[src/rtl/uart_pkg.sv]
// Shared UART definitions: FSM state encoding, data width and default bit period.
// The PARITY state exists only when FIFO_UART_TX_PARITY_EN is defined.
package uart_pkg;

  localparam int UART_DATA_BITS       = 8;
  localparam int DEFAULT_CLKS_PER_BIT = 868;

`ifdef FIFO_UART_TX_PARITY_EN
  typedef enum logic [2:0] {
    ST_IDLE,
    ST_START,
    ST_DATA,
    ST_PARITY,
    ST_STOP
  } state_e;
`else
  typedef enum logic [1:0] {
    ST_IDLE,
    ST_START,
    ST_DATA,
    ST_STOP
  } state_e;
`endif

endpackage

[src/rtl/baud_tick_gen.sv]
// Bit-period down-counter: reload restarts a full bit, tick marks the last cycle of a bit.
module baud_tick_gen
  import uart_pkg::*;
#(
  parameter int CLKS_PER_BIT = DEFAULT_CLKS_PER_BIT
) (
  input  logic clk,
  input  logic rst,
  input  logic reload,
  output logic tick
);

  localparam logic [15:0] TERM = 16'(CLKS_PER_BIT - 1);

  logic [15:0] cnt_q;
  logic [15:0] cnt_d;

  always_comb begin
    cnt_d = cnt_q - 16'd1;
    if (reload || cnt_q == 16'd0) begin
      cnt_d = TERM;
    end
    tick = (cnt_q == 16'd0);
  end

  always_ff @(posedge clk) begin
    if (rst) begin
      cnt_q <= 16'd0;
    end else begin
      cnt_q <= cnt_d;
    end
  end

endmodule

[src/rtl/fifo_uart_tx.sv]
// UART transmitter fed from a ready/valid FIFO; 8N1 frames, or 8E1 when
// FIFO_UART_TX_PARITY_EN is defined. Back-to-back frames have no idle gap.
module fifo_uart_tx
  import uart_pkg::*;
#(
  parameter int CLKS_PER_BIT = DEFAULT_CLKS_PER_BIT,
  parameter int STOP_BITS    = 1
) (
  input  logic       clk,
  input  logic       rst,
  input  logic [7:0] data_in,
  input  logic       valid_in,
  output logic       ready_in,
  output logic       uart_tx,
  output logic       busy,
  output logic       tx_done
);

  localparam logic [2:0] LAST_BIT  = 3'(UART_DATA_BITS - 1);
  localparam logic       STOP_LAST = 1'(STOP_BITS - 1);

  state_e     state_q, state_d;
  logic [7:0] shift_q, shift_d;
  logic [2:0] bit_idx_q, bit_idx_d;
  logic       stop_idx_q, stop_idx_d;
  logic       tx_q, tx_d;
  logic       rst_hold_q;
  logic       reload;
  logic       tick;
  logic       accept;
`ifdef FIFO_UART_TX_PARITY_EN
  logic       parity_q, parity_d;
`endif

  baud_tick_gen #(
    .CLKS_PER_BIT(CLKS_PER_BIT)
  ) u_baud (
    .clk   (clk),
    .rst   (rst),
    .reload(reload),
    .tick  (tick)
  );

  always_comb begin
    state_d    = state_q;
    shift_d    = shift_q;
    bit_idx_d  = bit_idx_q;
    stop_idx_d = stop_idx_q;
    tx_d       = tx_q;
    reload     = 1'b0;
    tx_done    = 1'b0;
`ifdef FIFO_UART_TX_PARITY_EN
    parity_d   = parity_q;
`endif

    case (state_q)
      ST_IDLE: tx_d = 1'b1;
      ST_START: begin
        if (tick) begin
          state_d   = ST_DATA;
          tx_d      = shift_q[0];
          shift_d   = {1'b0, shift_q[7:1]};
          bit_idx_d = 3'd0;
          reload    = 1'b1;
        end
      end
      ST_DATA: begin
        if (tick) begin
          reload = 1'b1;
          if (bit_idx_q == LAST_BIT) begin
`ifdef FIFO_UART_TX_PARITY_EN
            state_d = ST_PARITY;
            tx_d    = parity_q;
`else
            state_d    = ST_STOP;
            tx_d       = 1'b1;
            stop_idx_d = 1'b0;
`endif
          end else begin
            bit_idx_d = bit_idx_q + 3'd1;
            tx_d      = shift_q[0];
            shift_d   = {1'b0, shift_q[7:1]};
          end
        end
      end
`ifdef FIFO_UART_TX_PARITY_EN
      ST_PARITY: begin
        if (tick) begin
          state_d    = ST_STOP;
          tx_d       = 1'b1;
          stop_idx_d = 1'b0;
          reload     = 1'b1;
        end
      end
`endif
      ST_STOP: begin
        if (tick) begin
          reload = 1'b1;
          if (stop_idx_q == STOP_LAST) begin
            tx_done = 1'b1;
            state_d = ST_IDLE;
            tx_d    = 1'b1;
          end else begin
            stop_idx_d = stop_idx_q + 1'b1;
          end
        end
      end
      default: begin
        state_d = ST_IDLE;
        tx_d    = 1'b1;
      end
    endcase

    // The final stop cycle accepts too, so a waiting byte starts with no gap.
    ready_in = !rst_hold_q && (state_q == ST_IDLE || tx_done);
    accept   = valid_in && ready_in;
    if (accept) begin
      state_d = ST_START;
      shift_d = data_in;
      tx_d    = 1'b0;
      reload  = 1'b1;
`ifdef FIFO_UART_TX_PARITY_EN
      parity_d = ^data_in;
`endif
    end
  end

  always_ff @(posedge clk) begin
    if (rst) begin
      state_q    <= ST_IDLE;
      shift_q    <= 8'd0;
      bit_idx_q  <= 3'd0;
      stop_idx_q <= 1'b0;
      tx_q       <= 1'b1;
      rst_hold_q <= 1'b1;
`ifdef FIFO_UART_TX_PARITY_EN
      parity_q   <= 1'b0;
`endif
    end else begin
      state_q    <= state_d;
      shift_q    <= shift_d;
      bit_idx_q  <= bit_idx_d;
      stop_idx_q <= stop_idx_d;
      tx_q       <= tx_d;
      rst_hold_q <= 1'b0;
`ifdef FIFO_UART_TX_PARITY_EN
      parity_q   <= parity_d;
`endif
    end
  end

  assign uart_tx = tx_q;
  assign busy    = (state_q != ST_IDLE);

endmodule

[config.mk]
export PLATFORM = sky130hd
export DESIGN_NAME = fifo_uart_tx
export DESIGN_NICKNAME = d
export VERILOG_FILES = /design/src/rtl/uart_pkg.sv /design/src/rtl/baud_tick_gen.sv /design/src/rtl/fifo_uart_tx.sv
export SDC_FILE = /design/constraint.sdc
export NUM_CORES = 1
export LEC_CHECK = 0
export BUFFER_PORTS_ARGS = -buffer_cell sky130_fd_sc_hd__buf_2
export CORE_UTILIZATION = 34
export CTS_CLUSTER_SIZE = 24
export DETAILED_ROUTE_END_ITERATION = 10
export SKIP_LAST_GASP = 1
export SYNTH_ARGS = -nofsm -noshare
export SYNTH_HDL_FRONTEND = slang
export SYNTH_HIERARCHICAL = 1
export SYNTH_SLANG_ARGS = --single-unit
[constraint.sdc]
create_clock -name clk -period 2.3 [get_ports clk]
set_input_delay 0.23 -clock clk [delete_from_list [all_inputs] [get_ports clk]]
set_output_delay 0.23 -clock clk [all_outputs]
set_load 0.05 [all_outputs]
==> summary by stage, run 1 <==
Route
Wire segments on met2 add up to 1270 um in the final route. The first TritonRoute pass finished after 7 iterations. After detailed routing, the number of remaining DRC violations is 2. The routed design has 3080 um of wire. The detail route stage leaves a number of antenna-violating nets equal to 0. The highest metal layer carrying signal wires in the routed design is met4. The per-cell routed wire length is about 12 um. The routed length on met1 is 1610 um. The violation count after the first detailed-routing iteration is 43. Summed over all nets, wire length on met3 after detailed routing comes to 153 um. The detail-routed via count per cell is 5.04. The total vias in the final route is 1256.

Placement
The placer's final routability congestion estimate is 0.795. The HPWL after detailed placement is 2170 um. Port buffering added 14 buffers.

Layout
The antenna diode instance count is 0. Relative to the synthesized area, the layout overhead comes to 21.0%. Of the cells placed in the final design, the portion with a size suffix greater than 1 is 0.289. The final layout contains 216 nets.

Logic synthesis
By area, the combinational part of the netlist is dominated by simple AND/OR/NAND/NOR gates. The most used flip-flop cell after synthesis is sky130_fd_sc_hd__dfxtp_1. The count of different cell masters after synthesis is 45. The synthesized-area fraction occupied by adder cells is 0.0703. For this run, the register share of the synthesized area comes to 0.387. In the post-synthesis netlist, the biggest area contributors are sky130_fd_sc_hd__dfxtp_1 (39%), sky130_fd_sc_hd__ha_1 (7.0%), sky130_fd_sc_hd__a21oi_1 (4.7%). Each instance of the synthesized netlist takes up on average 9.42 um2. Counting flops and latches in the post-synthesis netlist gives 31.

The area share of xor/xnor cells in the synthesized design is 0.0602. Of the total synthesized cell area, the portion taken by AND, OR, NAND and NOR gates is 0.233. After technology mapping, the gate count stands at 170.

The fraction of the mapped netlist area in compound gates was 0.191. The share of synthesized area in the top cell type comes to 0.388. The net count after synthesis is 190. Summing every instance area after synthesis gives 1600 um2.

In this run, synthesis inferred 0 flip-flops with an integrated enable. The mux cell area share after synthesis is 0.00625. sky130_fd_sc_hd__dfxtp_1 takes more of the synthesized area than any other cell. After synthesis, the share of flip-flops with an asynchronous set or reset is 0. During synthesis, Yosys emitted a total of 6 warnings.

Worst setup path
The largest individual stage delay along the critical path comes from the cell sky130_fd_sc_hd__dfxtp_1. The longest individual stage delay on the worst path is 0.33 ns. The startpoint type of the worst setup path is a flop.

The start-to-end type of the worst setup path is reg -> out. The signal on the critical path passes through inv_1, ha_2, nor4b_4, and4_4, buf_4, and2_4, buf_6. The setup slack on the worst flop-to-flop path is 0.20 ns. The maximum net fanout on the critical path is 7. The worst endpoint required time is 2.07 ns. STA classifies the critical path endpoint as an output pin. The data arrival at the endpoint of the critical path is approximately 1.9 ns.

Global route
The pin count of the biggest net entering global routing is 23. The wire length of the first global-routing pass is 5370 um. The number of antenna violations at the first check in global routing is 0. Across every metal layer, demand over resource in global routing totals 0.138. The number of global-route vias before repair is 1146. Summed over all layers, the global routing overflow is 0.

Status
The flow ran to the end, but the final reports show violations. The checks that failed: DRC.

Power and ir drop
The part of the total power dissipated in the clock network is 0.225. For this design the ratio of total power to cell area is 1260 nW/um2. The share of total power consumed by net switching is 0.380. Of the total power, registers draw 0.340. The worst-case IR drop observed on VDD is 0.456 mV. The analysis attributes to cell leakage a power of 0.774 nW. The total net switching power is 0.930 mW. The internal power contribution is 1.52 mW. The final total power is 2.45 mW.

The logic gate share of total power is 0.436.

STA
The relative slew slack is 0.696. The slew at the pin closest to its max-slew limit is approximately 0.46 ns. The number of endpoints failing setup at the final stage is 0. The smallest clock period supported by the final layout is computed as 2.17 ns.

The worst-case clock skew is 0.00239 ns. The total count of hold-check failures in the final report is 0. Setup repair after global routing left no endpoint under its margin.

The sum of negative setup slack is 0 ns. For this run, the top clock speed supported by timing is 0.461 GHz. The count of final max-slew check failures came to 0. Dividing the final minimum period by the clock period gives 0.943.

CTS
The TritonCTS clock tree is done. The buffer cell driving the clock tree root is sky130_fd_sc_hd__clkbuf_8. The H-tree generated during clock tree synthesis spans 2 levels.

The TritonCTS buffer count is 5. The worst-case clock buffer depth is 2. CTS saw 31 sinks. Clock latency on the worst-skew pair, taken at its later pin, is around 0.28 ns.

Clock-pin slew was measured on the worst setup and hold paths at 0.06 ns.

Run
Across the run, the number of max-cap violations was 0.

Floorplanning
In this run the count of I/O pins placed on the die edge is 15. The floorplan step defined a die boundary enclosing approximately 5000 um2. The standard-cell row count is 24. The standard cell core area is 4440 um2. In this run the vertical extent of the chip is 70.6 um. The initial core utilization is 0.360. The die is a little over 70 um wide.

Worst hold path
In this run the worst hold path is classified as in -> reg.
placed cells by master, fill, tap and decap left out, types with 4 or more instances in the layout:
cell                       count
sky130_fd_sc_hd__a21oi_1      15
sky130_fd_sc_hd__a221oi_2      4
sky130_fd_sc_hd__buf_2        13
sky130_fd_sc_hd__buf_4         8
sky130_fd_sc_hd__clkbuf_8      6
sky130_fd_sc_hd__dfxtp_1      31
sky130_fd_sc_hd__ha_1          8
sky130_fd_sc_hd__inv_1        14
sky130_fd_sc_hd__nand2_1      12
sky130_fd_sc_hd__nor2_1       17
sky130_fd_sc_hd__nor3_1        4
sky130_fd_sc_hd__xnor2_1       4
sky130_fd_sc_hd__xor2_1        7
sequential cells by signal, indices dropped and copies added, names as in the netlist:
register and flops:
u_baud/cnt_q 16, state_q 2, bit_idx_q 3, uart_tx 1, rst_hold_q 1, shift_q 8
power groups by stage:
stage,Combinational [mW],Sequential [mW],Clock (mW)
floorplan,0.760,0.843,0
global placement,1.03,0.840,0
detailed placement,1.03,0.836,0
CTS,1.04,0.829,0.564
global route,1.18,0.857,0.595
finish,1.07,0.831,0.550
area by class of cell:
| class | count | area [um2] |
|---|---|---|
| Multi-Input combinational cell | 121 | 926 |
| Tap cell | 52 | 65.1 |
| Clock buffer | 6 | 82.6 |
| Timing Repair Buffer | 23 | 156 |
| Clock inverter | 2 | 35.0 |
| Fill cell | 428 | 2510 |
| Sequential cell | 31 | 621 |
| Inverter | 14 | 52.6 |
synth_stat cells, types with 2 or more instances:
| cell | n |
|---|---|
| sky130_fd_sc_hd__a22oi_1 | 2 |
| sky130_fd_sc_hd__a221oi_1 | 3 |
| sky130_fd_sc_hd__nand4_1 | 3 |
| sky130_fd_sc_hd__nor3_2 | 2 |
| sky130_fd_sc_hd__nand3_1 | 3 |
| sky130_fd_sc_hd__a21oi_2 | 3 |
| sky130_fd_sc_hd__dfxtp_1 | 31 |
| sky130_fd_sc_hd__inv_1 | 14 |
| sky130_fd_sc_hd__a221oi_2 | 4 |
| sky130_fd_sc_hd__ha_1 | 9 |
| sky130_fd_sc_hd__nor2_1 | 19 |
| sky130_fd_sc_hd__nand2_1 | 12 |
| sky130_fd_sc_hd__nor4_1 | 2 |
| sky130_fd_sc_hd__or3_1 | 3 |
| sky130_fd_sc_hd__a21oi_1 | 15 |
| sky130_fd_sc_hd__xnor2_1 | 4 |
| sky130_fd_sc_hd__xor2_1 | 7 |
| sky130_fd_sc_hd__nor3_1 | 4 |
| sky130_fd_sc_hd__o21ai_0 | 3 |
| sky130_fd_sc_hd__buf_6 | 2 |
layer usage:
layer,GRT usage,up-vias
met1,0.196,565
li1,-,654
met5,0,-
met3,0.0499,6
met4,0.0600,0
met2,0.187,31
timing repair:
| action | CTS | global route |
|---|---|---|
| resized for setup | 1 | 4 |
| hold buffers | 0 | 0 |
| pin swaps | 0 | 1 |
| buffers inserted | 0 | 1 |
| setup endpoints to repair | 1 | 18 |
cells by family after synthesis:
| group | Yosys count |
|---|---|
| xor+xnor | 11 |
| mux | 1 |
| flops | 31 |
| simple gates | 61 |
| fa+ha+maj | 9 |
| compound gates | 39 |
| buf+inv | 18 |
worst paths after layout:
kind / to / from / cells after the start
setup / recovery: tx_done / u_baud/cnt_q[1] / 7
hold / removal: shift_q[7] / data_in[7] / 3
setup reg to reg: u_baud/cnt_q[13] / u_baud/cnt_q[1] / 10
hold reg to reg: shift_q[0] / shift_q[0] / 2
worst max-delay path, delay by kind of cell, from the launching register on:
family,cells,cell delay (ns)
flip-flops,1,0.33
buffers and inverters,3,0.40
adder cells (fa/ha/maj),1,0.21
AND/OR/NAND/NOR,3,0.73
per-stage QoR:
stage	setup slack [ns]	instance area [um2]	hold WS, ns	std cells	util
global route	0.0140	1940	0.175	249	0.436
CTS	0.0308	1920	0.187	248	0.431
detailed placement	0.0536	1800	0.462	240	0.404
global placement	0.154	1800	0.459	240	0.404
finish	0.131	1940	0.193	249	0.436
floorplan	0.0177	1620	0.258	170	-
Power figures use the tool's default switching activity.
==> run 2, diff against run 1 <==
Settings changed: BUFFER_PORTS_ARGS -buffer_cell sky130_fd_sc_hd__buf_2 to -buffer_cell sky130_fd_sc_hd__buf_4, SYNTH_HIERARCHICAL 1 to default.
==> run 2 against run 1 <==
  * Sequential power down 2%
  * Register-to-register slack improved by 0.02 ns
  * Clock power fell by 25%
  * Combinational power down 5%
  * The run now ends clean
  * Count of clock-buffer cells in the layout is 1 higher
  * Critical path type unchanged
  * Wire length up 4.9%
  * Via count up 2.4%
  * Fmax is 0.19% lower
==> summary by stage, run 2 <==
Route
After detailed routing, the wire length on met1 is 1700 um. The detailed router used layers up to and including met4. The first routing iteration left 45 violations. Before antenna repair, the detailed router went through 4 iterations.

Summed over all nets, wire length on met2 after detailed routing comes to 1400 um. The detailed-route DRC error count is 0. The final route contains approximately 1300 vias.

The detail-routed via count per cell is around 5.0. The detailed route wirelength on metal3 is between 80 and 90 um. In this run the remaining antenna-violating nets after routing total 0. The per-cell routed wire length is ~13 um.

The total length of routed wires is ~3200 um.

CTS
The number of clock buffers added by TritonCTS is 5. The post-CTS clock slew at the launch and capture registers of the worst setup and hold paths is 0.06 ns. The cts-stage hold buffer count is 0. The clock net in this run drives a total of 31 sinks.

The worst-case clock buffer depth is 2. The TritonCTS clock tree is done. The level count of the clock H-tree is 2. The clock reaches the later pin of the worst-skew pair after 0.28 ns. The root buffer cell chosen for the clock tree is sky130_fd_sc_hd__clkbuf_8.

Worst setup path
STA classifies the critical path startpoint as a flop. The data arrival at the endpoint of the critical path is 1.94 ns. The worst endpoint required time is 2.07 ns.

By startpoint and endpoint, the worst setup path is classified as reg -> out. In this run the worst path has a maximum fanout of 2. STA classifies the critical path endpoint as an output pin.

Floorplanning
The die area is 4900 um2. The floorplan step defined a core boundary enclosing 4410 um2. The die span in x is about 70 um. 15 I/O pins were placed. In this run the vertical extent of the chip is 70.0 um.

The initial utilization of the core area, before any placement, comes to 0.356. The floorplan has 24 rows.

Layout
The net count reported at finish is about 230. The register with the most flip-flops in the layout has 16 of them. Counting flops per register, the top entry is u_baud.cnt_q. Leaving out fill and tap cells, the most frequent cell in the layout is sky130_fd_sc_hd__dfxtp_1. The top cell types in the final layout, fill and taps aside, are sky130_fd_sc_hd__dfxtp_1 (29), sky130_fd_sc_hd__nor2_1 (24), sky130_fd_sc_hd__nand2_1 (24). In the final layout, the registers with the most flip-flops are u_baud.cnt_q: 16 flops, shift_q: 8 flops, bit_idx_q: 3 flops. The antenna diode instance count is 0.

The layout-stage area growth over the synthesis result is 20.1%. The fraction of final layout cells with drive strength greater than 1 is 0.215.

STA
The slew at the pin closest to its max-slew limit is 0.526 ns. Adding up every negative setup slack in the final design gives 0 ns. The count of final max-slew check failures is 0. The minimum clock period is 2.17 ns.

The worst-case clock skew is slightly below 0.004 ns. Measured against its own limit, the worst slew margin works out to 0.648. The worst hold margin is 0.216 ns.

The peak clock frequency supported by timing is ~0.46 GHz. Setup repair after global routing left no endpoint under its margin. After layout, the worst setup slack is 0.126 ns. The number of endpoints failing setup at the final stage is 0. The total count of hold-check failures in the final report is 0. The ratio of final minimum period to clock period is 0.945.

Logic synthesis
sky130_fd_sc_hd__dfxtp_1 takes more of the synthesized area than any other cell. After synthesis, the netlist uses 35 different library cells. After synthesis the cells add up to ~1600 um2. The share of flip-flops with an asynchronous set or reset is 0.

sky130_fd_sc_hd__dfxtp_1 is the most common cell in the netlist. Yosys attributes the largest share of cell area to sky130_fd_sc_hd__dfxtp_1 (39%), sky130_fd_sc_hd__ha_1 (8.0%), sky130_fd_sc_hd__nor2_1 (6.0%). Counting flops with a built-in enable in the synthesized netlist gives 0. In the synthesized netlist the dominant register cell turns out to be sky130_fd_sc_hd__dfxtp_1. Yosys printed 0 warnings. The per-instance average area after synthesis is 8.79 um2.

The share of synthesized area in the top cell type comes to 0.395. Counting instances in the post-synthesis netlist gives the leading cell types as sky130_fd_sc_hd__dfxtp_1 (31), sky130_fd_sc_hd__nor2_1 (25), sky130_fd_sc_hd__nand2_1 (24). The fraction of the yosys area taken by sequential cells is 0.395. The number of standard cells after synthesis is between 150 and 200. After synthesis the netlist holds a flip-flop and latch count of 31. Synthesis produced a netlist with a net count of 200.

Placement
The number of input and output port buffers inserted is 14. Prior to clock tree synthesis, the placed netlist has a worst setup slack of 0.0627 ns. The congestion estimate from routability-driven global placement came to just over 0.8. Summed over all nets, the half-perimeter wirelength after detailed placement is 2220 um.

Power and ir drop
Power spread over the standard cell area amounts to roughly 1200 nW/um2. The leakage power of the design is ~0.74 nW. Across the VDD grid, the largest voltage drop is 0.417 mV.

Status
The flow ran to the end, and the final reports show no timing, DRC or antenna violations.

Global route
The number of antenna violations at the first check in global routing is 0. The first global-routing pass estimated 5820 um of wire. The number of global-route vias before repair is 1233. After global routing the overflow that remains totals 0. Entering global routing, the biggest net connects 23 pins.

The overall track demand over capacity in global routing is 0.150.

Worst hold path
The worst hold path belongs to the class in -> reg.

Run
The number of max-cap violations is 0.
==> run 2: final timing paths <==
kind	cells past startpoint	endpoint	slack (ns)	start
setup / recovery	7	ready_in	0.13	u_baud.cnt_q[0]
hold / removal	1	rst_hold_q	0.22	rst
setup reg to reg	8	shift_q[6]	0.22	u_baud.cnt_q[0]
hold reg to reg	2	bit_idx_q[2]	0.46	bit_idx_q[2]
==> run 2: area by class of cell <==
cell class / count / area (um2)
timing repair buffer: 24 / 184
multi-input combinational: 136 / 913
fill: 442 / 2520
clock inverter: 1 / 5.00
inverter: 6 / 22.5
clock buffer: 7 / 76.3
tap: 52 / 65.1
sequential: 31 / 623
==> run 2: where the power goes <==
part | internal (mW) | switching, mW | total, mW
clock | 0.212 | 0.202 | 0.414
sequential | 0.670 | 0.143 | 0.813
combinational | 0.472 | 0.548 | 1.02
==> run 2: cell families (layout without fill, tap and decap cells) <==
| kind of cell | Yosys count | count (layout) | share of synthesized area |
|---|---|---|---|
| XOR/XNOR | 13 | 13 | 0.0724 |
| adder cells (fa/ha/maj) | 10 | 10 | 0.0796 |
| multiplexers | 3 | 3 | 0.0199 |
| AND/OR/NAND/NOR | 82 | 82 | 0.270 |
| AO/OA/AOI/OAI | 28 | 28 | 0.124 |
| buffers and inverters | 12 | 38 | 0.0390 |
| flip-flops | 31 | 31 | 0.395 |
==> run 2: metal layers <==
layer | vias to the layer above | global-route usage
li1 | 669 | -
met1 | 597 | 0.212
met2 | 15 | 0.210
met3 | 5 | 0.0447
met4 | 0 | 0.0600
met5 | - | 0
==> run 2: metrics by stage <==
step | cell area [um2] | utilization | power (mW) | std cells
CTS | 1890 | 0.428 | 2.25 | 257
detailed placement | 1740 | 0.395 | 1.77 | 244
global route | 1890 | 0.428 | 2.42 | 257
finish | 1890 | 0.428 | 2.25 | 257
global placement | 1740 | 0.395 | 1.77 | 244
floorplan | 1580 | - | 1.52 | 179
==> run 2: worst max-delay path, stage by stage, from the launching register on <==
cell	delay, ns
sky130_fd_sc_hd__dfxtp_2	0.33
sky130_fd_sc_hd__inv_2	0.08
sky130_fd_sc_hd__ha_4	0.13
sky130_fd_sc_hd__or4b_4	0.46
sky130_fd_sc_hd__nor4_4	0.19
sky130_fd_sc_hd__a31oi_2	0.16
sky130_fd_sc_hd__nor2_2	0.15
sky130_fd_sc_hd__buf_6	0.16
==> run 2: timing repair <==
item                       CTS  global route
setup endpoints to repair    1             8
gates cloned                 0             0
pin swaps                    3             2
resized for setup            8             1
buffers inserted             5             0
